--- src/rtl/quad_step_decoder.sv ---
`default_nettype none
// ============================================================================
// quad_step_decoder : quadrature A/B phases -> counter enable/up_down steps
// Revision 1.0 - initial release
// ============================================================================
module quad_step_decoder #(
    parameter int SYNC_STAGES = 2,
    parameter int FILTER_LEN  = 4,
    parameter int COUNT_MODE  = 4
) (
    input  logic clk,
    input  logic reset,
    input  logic enc_a,
    input  logic enc_b,
    input  logic clear_err,
    output logic enable,
    output logic up_down,
    output logic error
);

    typedef enum logic [0:0] {
        ST_INIT = 1'b0,
        ST_RUN  = 1'b1
    } state_t;

    localparam logic [3:0] C_FLT_LAST  = 4'(FILTER_LEN - 1);
    localparam logic [2:0] C_INIT_LAST = 3'(SYNC_STAGES);
    localparam bit         C_X1        = (COUNT_MODE == 1);

    state_t     state_q, state_d;
    logic [2:0] init_cnt_q, init_cnt_d;
    logic       init_done;
    logic [1:0] raw_ab;
    logic [1:0] sync_ab;
    logic [1:0] filt_ab;
    logic [1:0] cur_ab_q, cur_ab_d;
    logic [1:0] prev_ab_q, prev_ab_d;
    logic       enable_q, enable_d;
    logic       up_down_q, up_down_d;
    logic       error_q, error_d;
    logic       step_fwd, step_rev, step_bad;

    // Forward Gray successor of an {A,B} code: 00 -> 10 -> 11 -> 01 -> 00
    function automatic logic [1:0] gray_next(input logic [1:0] ab);
        case (ab)
            2'b00:   gray_next = 2'b10;
            2'b10:   gray_next = 2'b11;
            2'b11:   gray_next = 2'b01;
            default: gray_next = 2'b00;
        endcase
    endfunction

    assign raw_ab    = {enc_a, enc_b};
    // The synchronizer chain is full only after SYNC_STAGES edges, so the
    // reference is loaded one cycle later from a fully settled last stage.
    assign init_done = (state_q == ST_INIT) && (init_cnt_q == C_INIT_LAST);

    generate
        for (genvar p = 0; p < 2; p++) begin : g_phase
            logic [SYNC_STAGES-1:0] sync_q;
            logic [3:0]             cnt_q, cnt_d;
            logic                   filt_q, filt_d;

            always_ff @(posedge clk or posedge reset) begin
                if (reset) begin
                    sync_q <= '0;
                    cnt_q  <= '0;
                    filt_q <= 1'b0;
                end else begin
                    sync_q <= {sync_q[SYNC_STAGES-2:0], raw_ab[p]};
                    cnt_q  <= cnt_d;
                    filt_q <= filt_d;
                end
            end

            always_comb begin
                cnt_d  = cnt_q;
                filt_d = filt_q;
                if (state_q == ST_INIT) begin
                    cnt_d = '0;
                    if (init_done) begin
                        filt_d = sync_q[SYNC_STAGES-1];
                    end
                end else if (sync_q[SYNC_STAGES-1] == filt_q) begin
                    cnt_d = '0;
                end else if (cnt_q == C_FLT_LAST) begin
                    cnt_d  = '0;
                    filt_d = sync_q[SYNC_STAGES-1];
                end else begin
                    cnt_d = cnt_q + 4'd1;
                end
            end

            assign sync_ab[p] = sync_q[SYNC_STAGES-1];
            assign filt_ab[p] = filt_q;
        end
    endgenerate

    assign step_fwd = (cur_ab_q == gray_next(prev_ab_q));
    assign step_rev = (prev_ab_q == gray_next(cur_ab_q));
    assign step_bad = ((cur_ab_q ^ prev_ab_q) == 2'b11);

    always_ff @(posedge clk or posedge reset) begin
        if (reset) begin
            state_q    <= ST_INIT;
            init_cnt_q <= '0;
            cur_ab_q   <= '0;
            prev_ab_q  <= '0;
            enable_q   <= 1'b0;
            up_down_q  <= 1'b1;
            error_q    <= 1'b0;
        end else begin
            state_q    <= state_d;
            init_cnt_q <= init_cnt_d;
            cur_ab_q   <= cur_ab_d;
            prev_ab_q  <= prev_ab_d;
            enable_q   <= enable_d;
            up_down_q  <= up_down_d;
            error_q    <= error_d;
        end
    end

    always_comb begin
        state_d    = state_q;
        init_cnt_d = init_cnt_q;
        cur_ab_d   = cur_ab_q;
        prev_ab_d  = prev_ab_q;
        enable_d   = 1'b0;
        up_down_d  = up_down_q;
        error_d    = error_q;
        if (clear_err) begin
            error_d = 1'b0;
        end
        case (state_q)
            ST_INIT: begin
                init_cnt_d = init_cnt_q + 3'd1;
                if (init_done) begin
                    state_d   = ST_RUN;
                    cur_ab_d  = sync_ab;
                    prev_ab_d = sync_ab;
                end
            end
            default: begin
                cur_ab_d  = filt_ab;
                prev_ab_d = cur_ab_q;
                if (step_fwd || step_rev) begin
                    enable_d  = !C_X1 || (cur_ab_q == 2'b00);
                    up_down_d = step_fwd;
                end
                // An illegal step overrides a concurrent clear request
                if (step_bad) begin
                    error_d = 1'b1;
                end
            end
        endcase
    end

    assign enable  = enable_q;
    assign up_down = up_down_q;
    assign error   = error_q;

endmodule
`default_nettype wire

--- config.mk ---
export PLATFORM = sky130hd
export DESIGN_NAME = quad_step_decoder
export DESIGN_NICKNAME = d
export VERILOG_FILES = /design/src/rtl/quad_step_decoder.sv
export SDC_FILE = /design/constraint.sdc
export NUM_CORES = 1
export LEC_CHECK = 0
export CORE_MARGIN = 5
export CORE_UTILIZATION = 45
export CTS_BUF_LIST = sky130_fd_sc_hd__clkbuf_16
export CTS_CLUSTER_DIAMETER = 40
export DETAILED_ROUTE_END_ITERATION = 10
export SYNTH_ARGS = -nofsm -noshare
export SYNTH_HDL_FRONTEND = slang
export SYNTH_SLANG_ARGS = --single-unit
--- constraint.sdc ---
create_clock -name clk -period 1.8 [get_ports clk]
set_input_delay 0.18 -clock clk [delete_from_list [all_inputs] [get_ports clk]]
set_output_delay 0.18 -clock clk [all_outputs]
set_load 0.02 [all_outputs]
==> results.json <==
{
  "crit_path_max_incr_delay_ns": 0.60,
  "finClkSkew_ns": 0.00569,
  "cts_htree_levels": 1,
  "std_cell_rows": 17,
  "setup_viol": 0,
  "worstPathArrival_ns": 1.40,
  "cts_buffer_depth": 2,
  "drtIter0Drc": 20,
  "hpwl_mm": 1.18,
  "start_util_pct": 47.9,
  "fillCellCount": 207,
  "cts_tree": "built",
  "drt_wl_total_mm": 1.58,
  "crit_fanout": 3,
  "final_cell_mix": "dfrtp_1 (24), a21oi_1 (10), nand2_1 (9)",
  "worst_setup_path_start_kind": "flip-flop",
  "antenna_found_initial": 0,
  "cellLeakagePower_uw": 0.000580,
  "post_drt_via_cell_ratio": 5.11,
  "cts_resized": 0,
  "synth_area_leader_cell": "dfrtp_1",
  "fin_crit_sh_pct": 87.7,
  "status": "complete, no violations",
  "final_common_cell": "dfrtp_1",
  "powerDensity_nw_per_um2": 1490,
  "tightestPinTransition_ns": 0.337,
  "synth_seq_cells": 25,
  "slowest_stage": "clkdlybuf4s50_1",
  "first_global_vias": 691,
  "root_buffer": "clkbuf_16",
  "clock-sinks": 25,
  "dr.pass1.iters": 4,
  "cts_hold_buf": 0,
  "min_period_ns": 1.58,
  "hold_path_class": "primary input to asynchronous set/reset pin",
  "synth_top_area_share_pct": 55.6,
  "synth_seq_area_share_pct": 58.0,
  "met2WireLength_um": 765,
  "synth_fp_nets": 102,
  "cp-end-kind": "output port",
  "tns_ns": 0,
  "drive_gt1_share_pct": 9.62,
  "area_growth_syn_to_layout_pct": 17.6,
  "grt_pass1_wl_mm": 2.94,
  "cp_num_buf_inv": 1,
  "wl_met3_um": 71,
  "hold_viol_final": 0,
  "fin_util_pct": 56.4,
  "yosys-top-cells-area": "dfrtp_1 (56%), xnor2_1 (5.7%), a21oi_1 (4.6%)",
  "clock_latency_ns": 0.26,
  "yosys_warnings": 0,
  "relSlewSlack_pct": 77.6,
  "cap_viol_max_count": 0,
  "rsz0062_at_grt": "no",
  "diodes": 0,
  "crit_type": "flip-flop to output port",
  "synth_area_sq_um": 1080,
  "die_area_sq_um": 3480,
  "clkTransAtPathRegs_ns": 0.06,
  "yosysUniqueCellTypes": 22,
  "die_h_um": 59.0,
  "portBuffers": 7,
  "highest_layer": "met4",
  "post-place-ws_ns": 0.392,
  "grt_max_degree": 26,
  "place.gp.congestion": 0.706,
  "finalMaxSlewViolations": 0,
  "cts_buffers": 3,
  "die_x_um": 59.0,
  "m1WireLength_um": 712,
  "required_ns": 1.62,
  "cp_cell_sequence": "clkdlybuf4s50_1",
  "routedWlPerCell_um": 12.0,
  "crit_family": "buffers and inverters",
  "fin_ws_ns": 0.221,
  "peakVddDrop_v": 0.000922,
  "drc_errors": 0,
  "layout.nets": 114,
  "io_pins": 8,
  "synth.avg_cell_area_sq_um": 11.6,
  "core_area_sq_um": 2250,
  "reg2reg_slack_ns": 0.40,
  "routed-via-count": 675,
  "grt_usage_pct": 11.5,
  "fmax_mhz": 633,
  "ant_nets": 0,
  "globalRouteOverflowTotal": 0,
  "synthCells": 93,
  "post_cts_buffers": 0
}
[state kept, by name (all words and copies together) (netlist names)]
signal and flops:
g_phase.cnt_q 8, g_phase.sync_q 4, init_cnt_q 3, cur_ab_q 2, g_phase.filt_q 2, prev_ab_q 2, enable 1, error 1
state_q 1, up_down 1
[where the power goes]
group	internal, uW	switching (uW)
Combinational	291	261
Clock	301	186
Sequential	724	126
Total	1320	573
[cell families after synthesis]
logic type	Yosys count	share of synthesized area (%)
AOI/OAI and AO/OA	17	8.22
xor gates and xnor gates	11	8.91
adders and majority gates	4	4.63
buffers and inverters	6	2.55
DFF	25	58.0
muxes	2	2.08
and+or+nand+nor	28	15.6
[cell type report]
type / count / area [sq um] / area share [%]
multi-input cells: 62 / 427 / 33.6
flip-flops and latches: 25 / 627 / 49.3
clock buffers: 3 / 75.1 / 5.91
well taps: 28 / 35.0 / 2.76
inverters: 4 / 15.0 / 1.18
repair buffers: 9 / 85.1 / 6.69
clock inverters: 1 / 7.51 / 0.591
[worst paths after layout]
check                                     startpoint                   end  depth (start not counted)
min in group clk                g_phase[0].sync_q[0]  g_phase[0].sync_q[1]                          0
max in group asynchronous                      reset               up_down                          3
worst max-delay path                         up_down               up_down                          1
worst min-delay path                           reset   g_phase[1].cnt_q[2]                          3
worst max register to register         init_cnt_q[0]     g_phase[1].filt_q                          5
worst min register to register  g_phase[0].sync_q[0]  g_phase[0].sync_q[1]                          0
[through the flow]
stage	hold slack (ns)	instances	total power, uW	area (sq um)
6_report	0.268	132	1890	1270
3_3_place_gp	0.332	128	1390	1190
3_5_place_dp	0.337	128	1420	1190
5_1_grt	0.317	132	2030	1270
2_1_floorplan	0.207	93	1250	1080
4_1_cts	0.274	132	1920	1270
[metal layers]
| metal | vias up | global-route usage (%) |
|---|---|---|
| li1 | 333 | - |
| met1 | 328 | 14.0 |
| met2 | 9 | 18.0 |
| met3 | 5 | 3.92 |
| met4 | 0 | 5.83 |
| met5 | - | 0 |
[synth_stat cells, drive strengths merged]
library cell,count
or2b,2
xnor2,7
o21ai,6
nor2,3
a21oi,10
and3,2
dfrtp,24
nand3b,2
xor2,4
o32ai,1
and3b,2
nor3,2
dfstp,1
ha,4
mux2,2
nand2,9
nand3,2
nand2b,1
nor3b,3
inv,4
buf,2
Power figures use the tool's default switching activity.
==> RTL edit 1: new RTL, config.mk and constraints unchanged <==
The parameter `SYNC_STAGES` goes from 2 to 4.
--- a/src/rtl/quad_step_decoder.sv
+++ b/src/rtl/quad_step_decoder.sv
@@ -6,3 +6,3 @@
 module quad_step_decoder #(
-    parameter int SYNC_STAGES = 2,
+    parameter int SYNC_STAGES = 4,
     parameter int FILTER_LEN  = 4,
Behaviour: not the same (Yosys sat finds a counterexample within 10 cycles, from zero or initial values and one cycle with reset high).
==> RTL edit 1 against the unedited design <==
Global-route usage grew 1.5 points; combinational power grew 2%; synthesized area grew 8.9%; synthesized cell count grew 5.4%; worst setup slack gained 3.1 ps; largest power group unchanged; routed wire length grew 15%; critical endpoint unchanged; sequential cell count grew 4; fmax grew 0.19%; cell area grew 13%; critical path depth is the same; worst hold slack lost 29 ps; power grew 19%.
==> RTL edit 1: results (changes against the unedited design) <==
| Metric | Value |
|---|---|
| Placed cells | `135 (+5.5%)` |
| Setup Skew | `3.84 ps (-1.86 ps)` |
| FFs w/ async S/R, synth | `1.00 (unchanged)` |
| Gr usage total | `0.129 (+0.0145)` |
| Top Registers | `g_phase.cnt_q (8), g_phase.sync_q (8), init_cnt_q (3)` |
| Int Power | `1610 uW (+22%)` |
| FF-to-FF Start | `init_cnt_q[0]` |
| Post-Route WL | `1810 um (+15%)` |
| Register area share after synthesis | `0.617 (+0.0376)` |
| GP Congestion | `0.732 (+3.8%)` |
| Placed wire-length estimate | `1250 um (+6.1%)` |
| Outcome | `completed` |
| Global-route wire length before repair | `3340 um (+14%)` |
| Hold slack | `239 ps (-28.7 ps)` |
| Htree depth | `2 (+1)` |
| FF-to-FF End | `g_phase[0].filt_q` |
| FF-to-FF setup slack | `330 ps (-70 ps)` |
| Vias in the first global route | `764 (+11%)` |
| Vias | `745 (+10%)` |
| Ant. Diodes | `0 (unchanged)` |
| Largest net degree at the start of global routing | `30 (+15%)` |
| VDD IR-drop max | `1.20 mV (+31%)` |
| CTS Buf Count | `5 (+2)` |
| Lkg Pwr | `0.000653 uW (+13%)` |
| Rel. slew slack | `0.780 (+0.00446)` |
| Final-stage net count | `121 (+6.1%)` |
| Worst-path clk slew | `50 ps` |
| Top post-synthesis cells by area | `dfrtp_1 (60%), xor2_1 (4.5%), ha_1 (4.3%)` |
| Cells after synthesis | `98 (+5.4%)` |
| Share of cells above drive strength 1 | `0.115 (+0.0189)` |
| Placed standard-cell area | `1300 um^2 (+9.4%)` |
| Wire per inst | `12.7 um (+5.7%)` |
| Synthesized Nets | `107 (+4.9%)` |
| Commonest cells in the netlist | `dfrtp_1 (28), nand2_1 (10), a21oi_1 (8), xor2_1 (6)` |
| Iter 0 DRT Violations | `30 (+50%)` |
[RTL edit 1: worst max-delay path by stage]
stage                        from                end  slack, ps
floorplan           init_cnt_q[0]  g_phase[0].filt_q        440
global placement    init_cnt_q[0]  g_phase[0].filt_q        380
detailed placement  init_cnt_q[0]  g_phase[0].filt_q        330
CTS                       up_down            up_down        210
global route              up_down            up_down        180
finish                    up_down            up_down        220
[RTL edit 1: cells by family (layout without fill, tap and decap cells)]
kind of cell | Yosys count | after routing | share of synthesized area
buffers and inverters | 7 | 22 | 0.0266
muxes | 3 | 3 | 0.0287
xor gates and xnor gates | 11 | 11 | 0.0818
and+or+nand+nor | 26 | 26 | 0.106
DFF | 29 | 29 | 0.617
adders and majority gates | 4 | 4 | 0.0425
AOI/OAI and AO/OA | 18 | 18 | 0.0967
[RTL edit 1: per-layer routing]
| layer | vias to the layer above | part of all wire | GRT usage |
|---|---|---|---|
| li1 | 359 | - | - |
| met1 | 365 | 0.43 | 0.147 |
| met2 | 16 | 0.49 | 0.198 |
| met3 | 5 | 0.055 | 0.0503 |
| met4 | 0 | 0.026 | 0.0929 |
| met5 | - | 0 | 0 |
[RTL edit 1: metrics by stage]
step	setup slack (ps)	util
2_1_floorplan	444	-
3_3_place_gp	385	0.520
3_5_place_dp	326	0.520
4_1_cts	210	0.575
5_1_grt	182	0.575
6_report	224	0.575
[RTL edit 1: layout make-up]
type,count,area [um^2]
flip-flops and latches,29,727
fillers,201,1060
inverters,5,18.8
clock buffers,5,125
clock inverters,3,12.5
repair buffers,9,97.6
well taps,30,37.5
multi-input cells,62,419
[RTL edit 1: power by group through the flow]
stage	Combinational [uW]	Sequential, uW	Clock, uW
finish	561	946	742
floorplan	372	973	0
global placement	540	955	0
global route	639	968	811
detailed placement	563	956	0
CTS	570	949	769
==> RTL edit 2: new RTL, config.mk and constraints unchanged <==
Without the edit above. Register the inputs `enc_a`, `enc_b` and `clear_err` before use, without a reset. The logic sees them one clock later.
--- a/src/rtl/quad_step_decoder.sv
+++ b/src/rtl/quad_step_decoder.sv
@@ -29,2 +29,12 @@
 
+    logic enc_a_q;
+    logic enc_b_q;
+    logic clear_err_q;
+
+    always_ff @(posedge clk) begin
+        enc_a_q     <= enc_a;
+        enc_b_q     <= enc_b;
+        clear_err_q <= clear_err;
+    end
+
     state_t     state_q, state_d;
@@ -52,3 +62,3 @@
 
-    assign raw_ab    = {enc_a, enc_b};
+    assign raw_ab    = {enc_a_q, enc_b_q};
     // The synchronizer chain is full only after SYNC_STAGES edges, so the
@@ -130,3 +140,3 @@
         error_d    = error_q;
-        if (clear_err) begin
+        if (clear_err_q) begin
             error_d = 1'b0;
Check against the original RTL: not equivalent (Yosys sat finds a counterexample within 10 cycles, from zero or initial values and one cycle with reset high).
==> RTL edit 2 against the unedited design <==
First-iteration DRC count grew 25%; clock power grew 32%; cell area grew 7.7%; routed wire length grew 6.4%; fmax shrank 0.45%; power grew 13%; synthesized area grew 6.5%; sequential cell count grew 3; worst setup slack lost 7.1 ps.
==> RTL edit 2: results (changes against the unedited design) <==
| Metric | Value |
|---|---|
| Slowest-stage cell, CP | `clkdlybuf4s50_1` |
| Worst-path maximum fanout | `3 (unchanged)` |
| CTS Buf Count | `3 (unchanged)` |
| Final std cell area, no fill | `1370 um^2 (+7.7%)` |
| Number of port buffers | `7 (unchanged)` |
| Clock Root Buffer | `clkbuf_16` |
| Setup Skew | `5.93 ps (+0.239 ps)` |
| Rel. slew slack | `0.798 (+0.0227)` |
| # Post-CTS Setup Buffers | `0 (unchanged)` |
| Met2 GRT Util | `0.176 (-0.00424)` |
| Metal2 WL | `749 um (-2.1%)` |
| DR pass1 iterations | `4 (unchanged)` |
| Placed cells | `133 (+3.9%)` |
| Via density per instance | `5.12 (about the same)` |
| Sequential power share | `0.438 (-0.012)` |
| Filler Cell Count | `212 (+2.4%)` |
| Met1 Use GR | `0.158 (+0.0179)` |
| Outcome | `completed` |
| Final-stage net count | `117 (+2.6%)` |
| Synth Flop Type | `dfrtp_1` |
| Top Registers | `g_phase.cnt_q (8), g_phase.sync_q (4), init_cnt_q (3)` |
| Placed wire-length estimate | `1200 um (+1.9%)` |
| Hold slack | `265 ps (-2.34 ps)` |
| Global-route wire length before repair | `3150 um (+7.3%)` |
| Post-Route WL | `1690 um (+6.4%)` |
| Yosys cell types | `24 (+9.1%)` |
| Hold crit path type | `input pin to async pin` |
| GP Congestion | `0.725 (+2.7%)` |
| Lkg Pwr | `0.000623 uW (+7.5%)` |
| Met3 usage | `0.0255 (-0.0137)` |
| Wl on met1 | `802 um (+13%)` |
| Top post-synthesis cells by area | `dfrtp_1 (52%), dfxtp_1 (5.2%), a21oi_1 (4.3%)` |
| Slowest stage delay, CP | `600 ps (about the same)` |
| Reg2Reg Depth | `5 (unchanged)` |
| CP top delay family | `buffers and inverters` |
| Share of cells above drive strength 1 | `0.121 (+0.0253)` |
| Switching power | `606 uW (+5.7%)` |
| Vias in the first global route | `697 (+0.87%)` |
| Htree depth | `1 (unchanged)` |
| Iter 0 DRT Violations | `25 (+25%)` |
| Fin cells | `137 (+3.8%)` |
| Placed standard-cell area | `1260 um^2 (+6.3%)` |
| Synthesized Nets | `105 (+2.9%)` |
| Min Clock Period, post-route | `1590 ps (+7.13 ps)` |
| Gr usage total | `0.119 (+0.00374)` |
| Ant. Diodes | `0 (unchanged)` |
| Routed wl met3 | `90 um (+27%)` |
| Commonest cells in the netlist | `dfrtp_1 (24), a21oi_1 (10), nand2_1 (9), xnor2_1 (5)` |
| Syn avg cell area | `12.0 um^2 (+3.2%)` |
| FFs w/ async S/R, synth | `0.893 (-0.107)` |
| Dpl ws | `372 ps (-20.1 ps)` |
| Seq pwr | `937 uW (+10%)` |
| FF-to-FF setup slack | `350 ps (-50 ps)` |
| VDD IR-drop max | `0.839 mV (-9.0%)` |
| Ys Warns | `0 (unchanged)` |
| Gate power share | `0.260 (-0.032)` |
| Register area share after synthesis | `0.597 (+0.0169)` |
-- RTL edit 2: cell count changes in the layout (fill, tap and decap cells not counted) --
| cell | delta |
|---|---|
| nand2b_1 | +2 |
| clkinvlp_4 | -1 |
| o21ai_0 | -2 |
| xor2_2 | +2 |
| dfxtp_1 | +3 |
| bufinv_16 | +1 |
| inv_2 | +1 |
| or2b_1 | -2 |
| o21ai_1 | +2 |
| xnor2_1 | -2 |
| inv_1 | -1 |
-- RTL edit 2: layout make-up --
type,instances,area [um^2],area share
sequential,28,687,0.502
clock inverter,1,30.0,0.0219
clock buffer,3,75.1,0.0548
multi-input combinational,62,439,0.321
timing repair buffer,9,85.1,0.0622
tap,30,37.5,0.0274
inverter,4,15.0,0.0110
-- RTL edit 2: kinds of logic after synthesis --
logic type      share of synthesized area
flops                               0.597
buf+inv                            0.0217
compound gates                     0.0772
fa+ha+maj                          0.0435
xor+xnor                           0.0967
mux                                0.0196
simple gates                        0.145
